===== config.mk =====
export PLATFORM = sky130hd
export DESIGN_NAME = pipeline_stage_reg
export DESIGN_NICKNAME = d
export VERILOG_FILES = /design/src/rtl/pipeline_stage_reg.sv
export SDC_FILE = /design/constraint.sdc
export NUM_CORES = 1
export LEC_CHECK = 0
export ABC_AREA = 0
export BUFFER_PORTS_ARGS = -buffer_cell sky130_fd_sc_hd__buf_2
export CELL_PAD_IN_SITES_DETAIL_PLACEMENT = 1
export CELL_PAD_IN_SITES_GLOBAL_PLACEMENT = 1
export CORE_AREA = 2 2 175 177
export CTS_BUF_LIST = sky130_fd_sc_hd__clkbuf_16
export DETAILED_ROUTE_END_ITERATION = 12
export DIE_AREA = 0 0 177 179
export GPL_TIMING_DRIVEN = 0
export MAX_ROUTING_LAYER = met4
export PLACE_DENSITY = 0.76
export SYNTH_ARGS = -nofsm -noshare
export SYNTH_HDL_FRONTEND = slang
export SYNTH_SLANG_ARGS = --single-unit

===== constraint.sdc =====
create_clock -name clk -period 1.31 [get_ports clk]
set_input_delay 0.0655 -clock clk [delete_from_list [all_inputs] [get_ports clk]]
set_output_delay 0.0655 -clock clk [all_outputs]
set_load 0.02 [all_outputs]

===== src/rtl/pipeline_stage_reg.sv =====
// pipeline_stage_reg: generic inter-stage register (valid, control, addresses, data) with stall/flush.
// Saturating bubble/stall performance counters are built only when PIPE_PERF_CNT_EN is defined.
module pipeline_stage_reg #(
  parameter int                    DATA_WIDTH  = 32,
  parameter int                    NUM_DATA    = 5,
  parameter int                    CTRL_WIDTH  = 16,
  parameter int                    ADDR_WIDTH  = 15,
  parameter logic [CTRL_WIDTH-1:0] CTRL_BUBBLE = {CTRL_WIDTH{1'b0}},
  parameter int                    CNT_WIDTH   = 32
) (
  input  logic                           clk,
  input  logic                           rst,
  input  logic                           stall,
  input  logic                           flush,
  input  logic                           valid_in,
  input  logic [CTRL_WIDTH-1:0]          ctrl_in,
  input  logic [ADDR_WIDTH-1:0]          addr_in,
  input  logic [NUM_DATA*DATA_WIDTH-1:0] data_in,
  output logic                           valid_out,
  output logic [CTRL_WIDTH-1:0]          ctrl_out,
  output logic [ADDR_WIDTH-1:0]          addr_out,
  output logic [NUM_DATA*DATA_WIDTH-1:0] data_out,
  output logic [CNT_WIDTH-1:0]           bubble_cnt,
  output logic [CNT_WIDTH-1:0]           stall_cnt
);

  localparam int DW = NUM_DATA * DATA_WIDTH;

  logic                  valid_r;
  logic [CTRL_WIDTH-1:0] ctrl_r;
  logic [ADDR_WIDTH-1:0] addr_r;
  logic [DW-1:0]         data_r;

  // Stage register: rst > flush > stall > load. A bubble also zeroes addresses so
  // forwarding never matches against a dead slot.
  always_ff @(posedge clk) begin
    if (rst) begin
      valid_r <= 1'b0;
      ctrl_r  <= CTRL_BUBBLE;
      addr_r  <= {ADDR_WIDTH{1'b0}};
      data_r  <= {DW{1'b0}};
    end else if (flush) begin
      valid_r <= 1'b0;
      ctrl_r  <= CTRL_BUBBLE;
      addr_r  <= {ADDR_WIDTH{1'b0}};
      data_r  <= data_in;
    end else if (stall) begin
      valid_r <= valid_r;
      ctrl_r  <= ctrl_r;
      addr_r  <= addr_r;
      data_r  <= data_r;
    end else begin
      valid_r <= valid_in;
      ctrl_r  <= valid_in ? ctrl_in : CTRL_BUBBLE;
      addr_r  <= valid_in ? addr_in : {ADDR_WIDTH{1'b0}};
      data_r  <= data_in;
    end
  end

  assign valid_out = valid_r;
  assign ctrl_out  = ctrl_r;
  assign addr_out  = addr_r;
  assign data_out  = data_r;

`ifdef PIPE_PERF_CNT_EN
  logic [CNT_WIDTH-1:0] bubble_cnt_r;
  logic [CNT_WIDTH-1:0] stall_cnt_r;
  logic                 bubble_evt_s;
  logic                 stall_evt_s;

  function automatic logic [CNT_WIDTH-1:0] sat_inc(input logic [CNT_WIDTH-1:0] v);
    if (&v) begin
      sat_inc = v;
    end else begin
      sat_inc = v + {{(CNT_WIDTH-1){1'b0}}, 1'b1};
    end
  endfunction

  // Classify this cycle with the same priority as the stage register.
  always_comb begin
    bubble_evt_s = 1'b0;
    stall_evt_s  = 1'b0;
    if (flush) begin
      bubble_evt_s = 1'b1;
    end else if (stall) begin
      stall_evt_s = 1'b1;
    end else if (!valid_in) begin
      bubble_evt_s = 1'b1;
    end else begin
      bubble_evt_s = 1'b0;
    end
  end

  // Saturating event counters; they never wrap.
  always_ff @(posedge clk) begin
    if (rst) begin
      bubble_cnt_r <= {CNT_WIDTH{1'b0}};
      stall_cnt_r  <= {CNT_WIDTH{1'b0}};
    end else begin
      bubble_cnt_r <= bubble_evt_s ? sat_inc(bubble_cnt_r) : bubble_cnt_r;
      stall_cnt_r  <= stall_evt_s  ? sat_inc(stall_cnt_r)  : stall_cnt_r;
    end
  end

  assign bubble_cnt = bubble_cnt_r;
  assign stall_cnt  = stall_cnt_r;
`else
  assign bubble_cnt = {CNT_WIDTH{1'b0}};
  assign stall_cnt  = {CNT_WIDTH{1'b0}};
`endif

endmodule


==> impl_metrics.py <==
metrics = {
    "synth": {
        "ys_ff_latch": 192,
        "synth_top_family_by_area": "simple AND/OR/NAND/NOR gates",
        "yosys.area_share.adder_pct": 0,
        "muxShareOfSynthArea_pct": 0,
        "yosysSeqAreaShare_pct": 53.7,
        "synth_cell_types": 17,
        "synth_cells": 871,
        "synthSimpleGateAreaFrac_pct": 19.2,
        "synth-compound-area-share_pct": 15.0,
        "synth-xor-area-share_pct": 0,
        "yosysWarnings": 0,
        "syn_avg_cell_area_sq_um": 8.22,
        "synth_area_sq_um": 7160,
    },
    "routing": {
        "drt_iter0_drc": 255,
        "wl_per_cell_microns": 16.8,
        "drc": 0,
        "ant_nets": 0,
        "vias": 8361,
        "drt_wl_total_microns": 32500,
        "first_pass_iters": 4,
        "routed_via_density": 4.32,
    },
    "critical_path": {
        "cp_slowest_stage_delay_ns": 0.41,
        "cp_cell_sequence": "buf_2",
        "rr_startpoint": "data_out[150]",
        "cp-end-kind": "output port",
        "timing.rr.end": "data_out[150]",
        "startpoint_type": "register",
        "cp_num_cells": 1,
        "crit_family": "flip-flops",
        "crit_path_top_delay_cell": "dfxtp_1",
        "rrSetupSlack_ns": 0.53,
        "worstPathMaxFanout": 2,
        "crit_arrival_ns": 1.05,
        "crit_type": "register to output port",
        "rr_worst_depth": 2,
        "cp-endpoint": "addr_out[9]",
        "critPathBufInv": 1,
        "worstSetupStartpoint": "addr_out[9]",
        "crit_required_ns": 1.24,
    },
    "placed_design": {
        "place.gp.congestion": 0.807,
        "hpwl_microns": 20900,
        "port-buffer-count": 385,
        "pre_cts_ws_ns": -0.184,
    },
    "cells_and_area": {
        "insertedDiodeCount": 0,
        "nNetsFinal": 1725,
        "area_growth_syn_to_layout_pct": 71.8,
        "layout-drive-gt1-share_pct": 35.2,
        "final_core_util_pct": 41.0,
    },
    "global_route": {
        "grt_util_met2_pct": 36.1,
        "grt_max_degree": 17,
        "antenna_found_initial": 0,
        "grtUsageMet1_pct": 20.4,
        "grt-ovfl-total": 0,
        "grt_pass1_vias": 8922,
        "track_usage_pct": 20.1,
        "grt_pass1_wl_microns": 47700,
        "gr-usage-met3_pct": 4.94,
        "top_usage_layer": "met2",
    },
    "pwr": {
        "power.share.switching_pct": 28.4,
        "p_leak_nw": 6.09,
        "seqPwrFrac_pct": 44.0,
        "power_frac_clock_pct": 36.8,
        "comb_power_share_pct": 19.3,
        "power_density_nw_per_um2": 1170,
        "switchingPower_mw": 4.09,
        "peakVddDrop_mv": 0.726,
        "internal_power_mw": 10.3,
    },
    "floorplan": {
        "dieArea_sq_um": 31700,
        "io-pin-count": 452,
        "chipWidth_microns": 177,
        "core_sq_um": 30000,
        "start_util_pct": 23.9,
        "dieHeight_microns": 179,
        "rows": 64,
    },
    "sta": {
        "clock_skew_ns": 0,
        "maxSlewHeadroom_pct": 53.1,
        "rsz0062_at_grt": "no",
        "setup_violations": 0,
        "tightest_slew_ns": 0.704,
        "max_freq_mhz": 898,
        "finalHoldViolations": 0,
        "fin_ws_ns": 0.197,
        "period_share_pct": 85.0,
        "period_needed_ns": 1.11,
        "maxSlewViolCount": 0,
    },
    "cts": {
        "clkTransAtPathRegs_ns": 0.08,
        "hold_buffers": 191,
        "h-tree-depth": 4,
        "cts_buffer_depth": 2,
        "cts-buffers-inserted": 17,
        "ctsResizeCount": 0,
        "cts_setup_buffers": 0,
        "numClockSinks": 192,
        "root_buffer": "clkbuf_16",
        "worst_skew_pair.late_latency_ns": 0.43,
        "cts_tree": "built",
    },
    "job": {
        "cap_violations": 0,
    },
    "outcome": {
        "status": "complete, no violations",
    },
    "hold_path": {
        "hp-class": "primary input to register",
    },
}
kinds of logic after synthesis:
group	count (synthesis)
other	1
AOI/OAI and AO/OA	192
DFF	192
and+or+nand+nor	356
buffers and inverters	130
tightest hold or removal path, cell delays in order:
cell     delay, ns
buf_2         0.19
a22oi_1       0.12
nor2_1        0.07
area by class of cell:
cell class | instances | area [sq um]
Fill cell | 3662 | 17700
Sequential cell | 192 | 3840
Timing Repair Buffer | 576 | 3840
Multi-Input combinational cell | 612 | 2690
Buffer | 130 | 866
Tap cell | 396 | 495
Clock buffer | 17 | 425
Clock inverter | 12 | 146
stage by stage:
step | power (mW) | std cells | setup TNS [ns] | cell area [sq um] | hold WS, ns
6_report | 14.4 | 1935 | 0 | 12300 | 0.0506
5_1_grt | 15.1 | 1935 | 0 | 12300 | 0.0615
4_1_cts | 14.5 | 1935 | 0 | 12300 | 0.0335
3_5_place_dp | 8.70 | 1715 | -5.64 | 9820 | 0.305
3_3_place_gp | 8.65 | 1715 | -5.28 | 9820 | 0.294
2_1_floorplan | 7.80 | 934 | 0 | 7400 | 0.206
routing by layer:
| metal | vias to the layer above | part of all wire [%] |
|---|---|---|
| met2 | 366 | 52 |
| li1 | 3986 | - |
| met4 | 0 | 4.2 |
| met1 | 3923 | 38 |
| met5 | - | 0 |
| met3 | 86 | 6.3 |
flip-flops by register name, summed over array words and instances, names as in the netlist:
register / flops
addr_out: 15
ctrl_out: 16
data_out: 160
valid_out: 1
cells in the final DEF (no fill, tap or decap), types with 2 or more instances in the layout:
| master | count |
|---|---|
| buf_4 | 65 |
| clkbuf_16 | 17 |
| clkinvlp_4 | 4 |
| nor2_1 | 32 |
| dlygate4sd3_1 | 191 |
| clkinv_2 | 2 |
| clkinv_1 | 2 |
| buf_6 | 11 |
| bufinv_16 | 3 |
| conb_1 | 64 |
| a21oi_1 | 151 |
| nand2_1 | 310 |
| clkbuf_1 | 21 |
| buf_2 | 417 |
| a21oi_2 | 10 |
| nand2_2 | 10 |
| a22oi_1 | 31 |
| dfxtp_1 | 192 |
worst min path at each step:
stage,slack (ns),startpoint,cells after the start,endpoint
global placement,0.29,addr_in[11],3,addr_out[11]
floorplan,0.21,data_in[0],2,data_out[0]
global route,0.06,stall,3,ctrl_out[9]
detailed placement,0.30,addr_in[9],3,addr_out[9]
CTS,0.03,stall,3,ctrl_out[10]
finish,0.05,stall,3,ctrl_out[10]
power groups by stage:
| stage | registers [mW] | logic [mW] | clock network, mW |
|---|---|---|---|
| 6_report | 6.34 | 2.78 | 5.30 |
| 5_1_grt | 6.37 | 2.99 | 5.69 |
| 2_1_floorplan | 6.85 | 0.948 | 0 |
| 3_3_place_gp | 6.44 | 2.21 | 0 |
| 3_5_place_dp | 6.46 | 2.25 | 0 |
| 4_1_cts | 6.32 | 2.71 | 5.44 |
cells in the mapped netlist, drive strengths merged:
cell / number / area, sq um
a21oi: 161 / 843
a22oi: 31 / 233
and2b: 1 / 7.51
buf: 109 / 787
clkbuf: 21 / 78.8
conb: 1 / 3.75
dfxtp: 192 / 3840
nand2: 320 / 1230
nand2b: 1 / 6.26
nor2: 32 / 120
nor2b: 1 / 6.26
or2: 1 / 6.26
(Power assumes the default switching activity.)
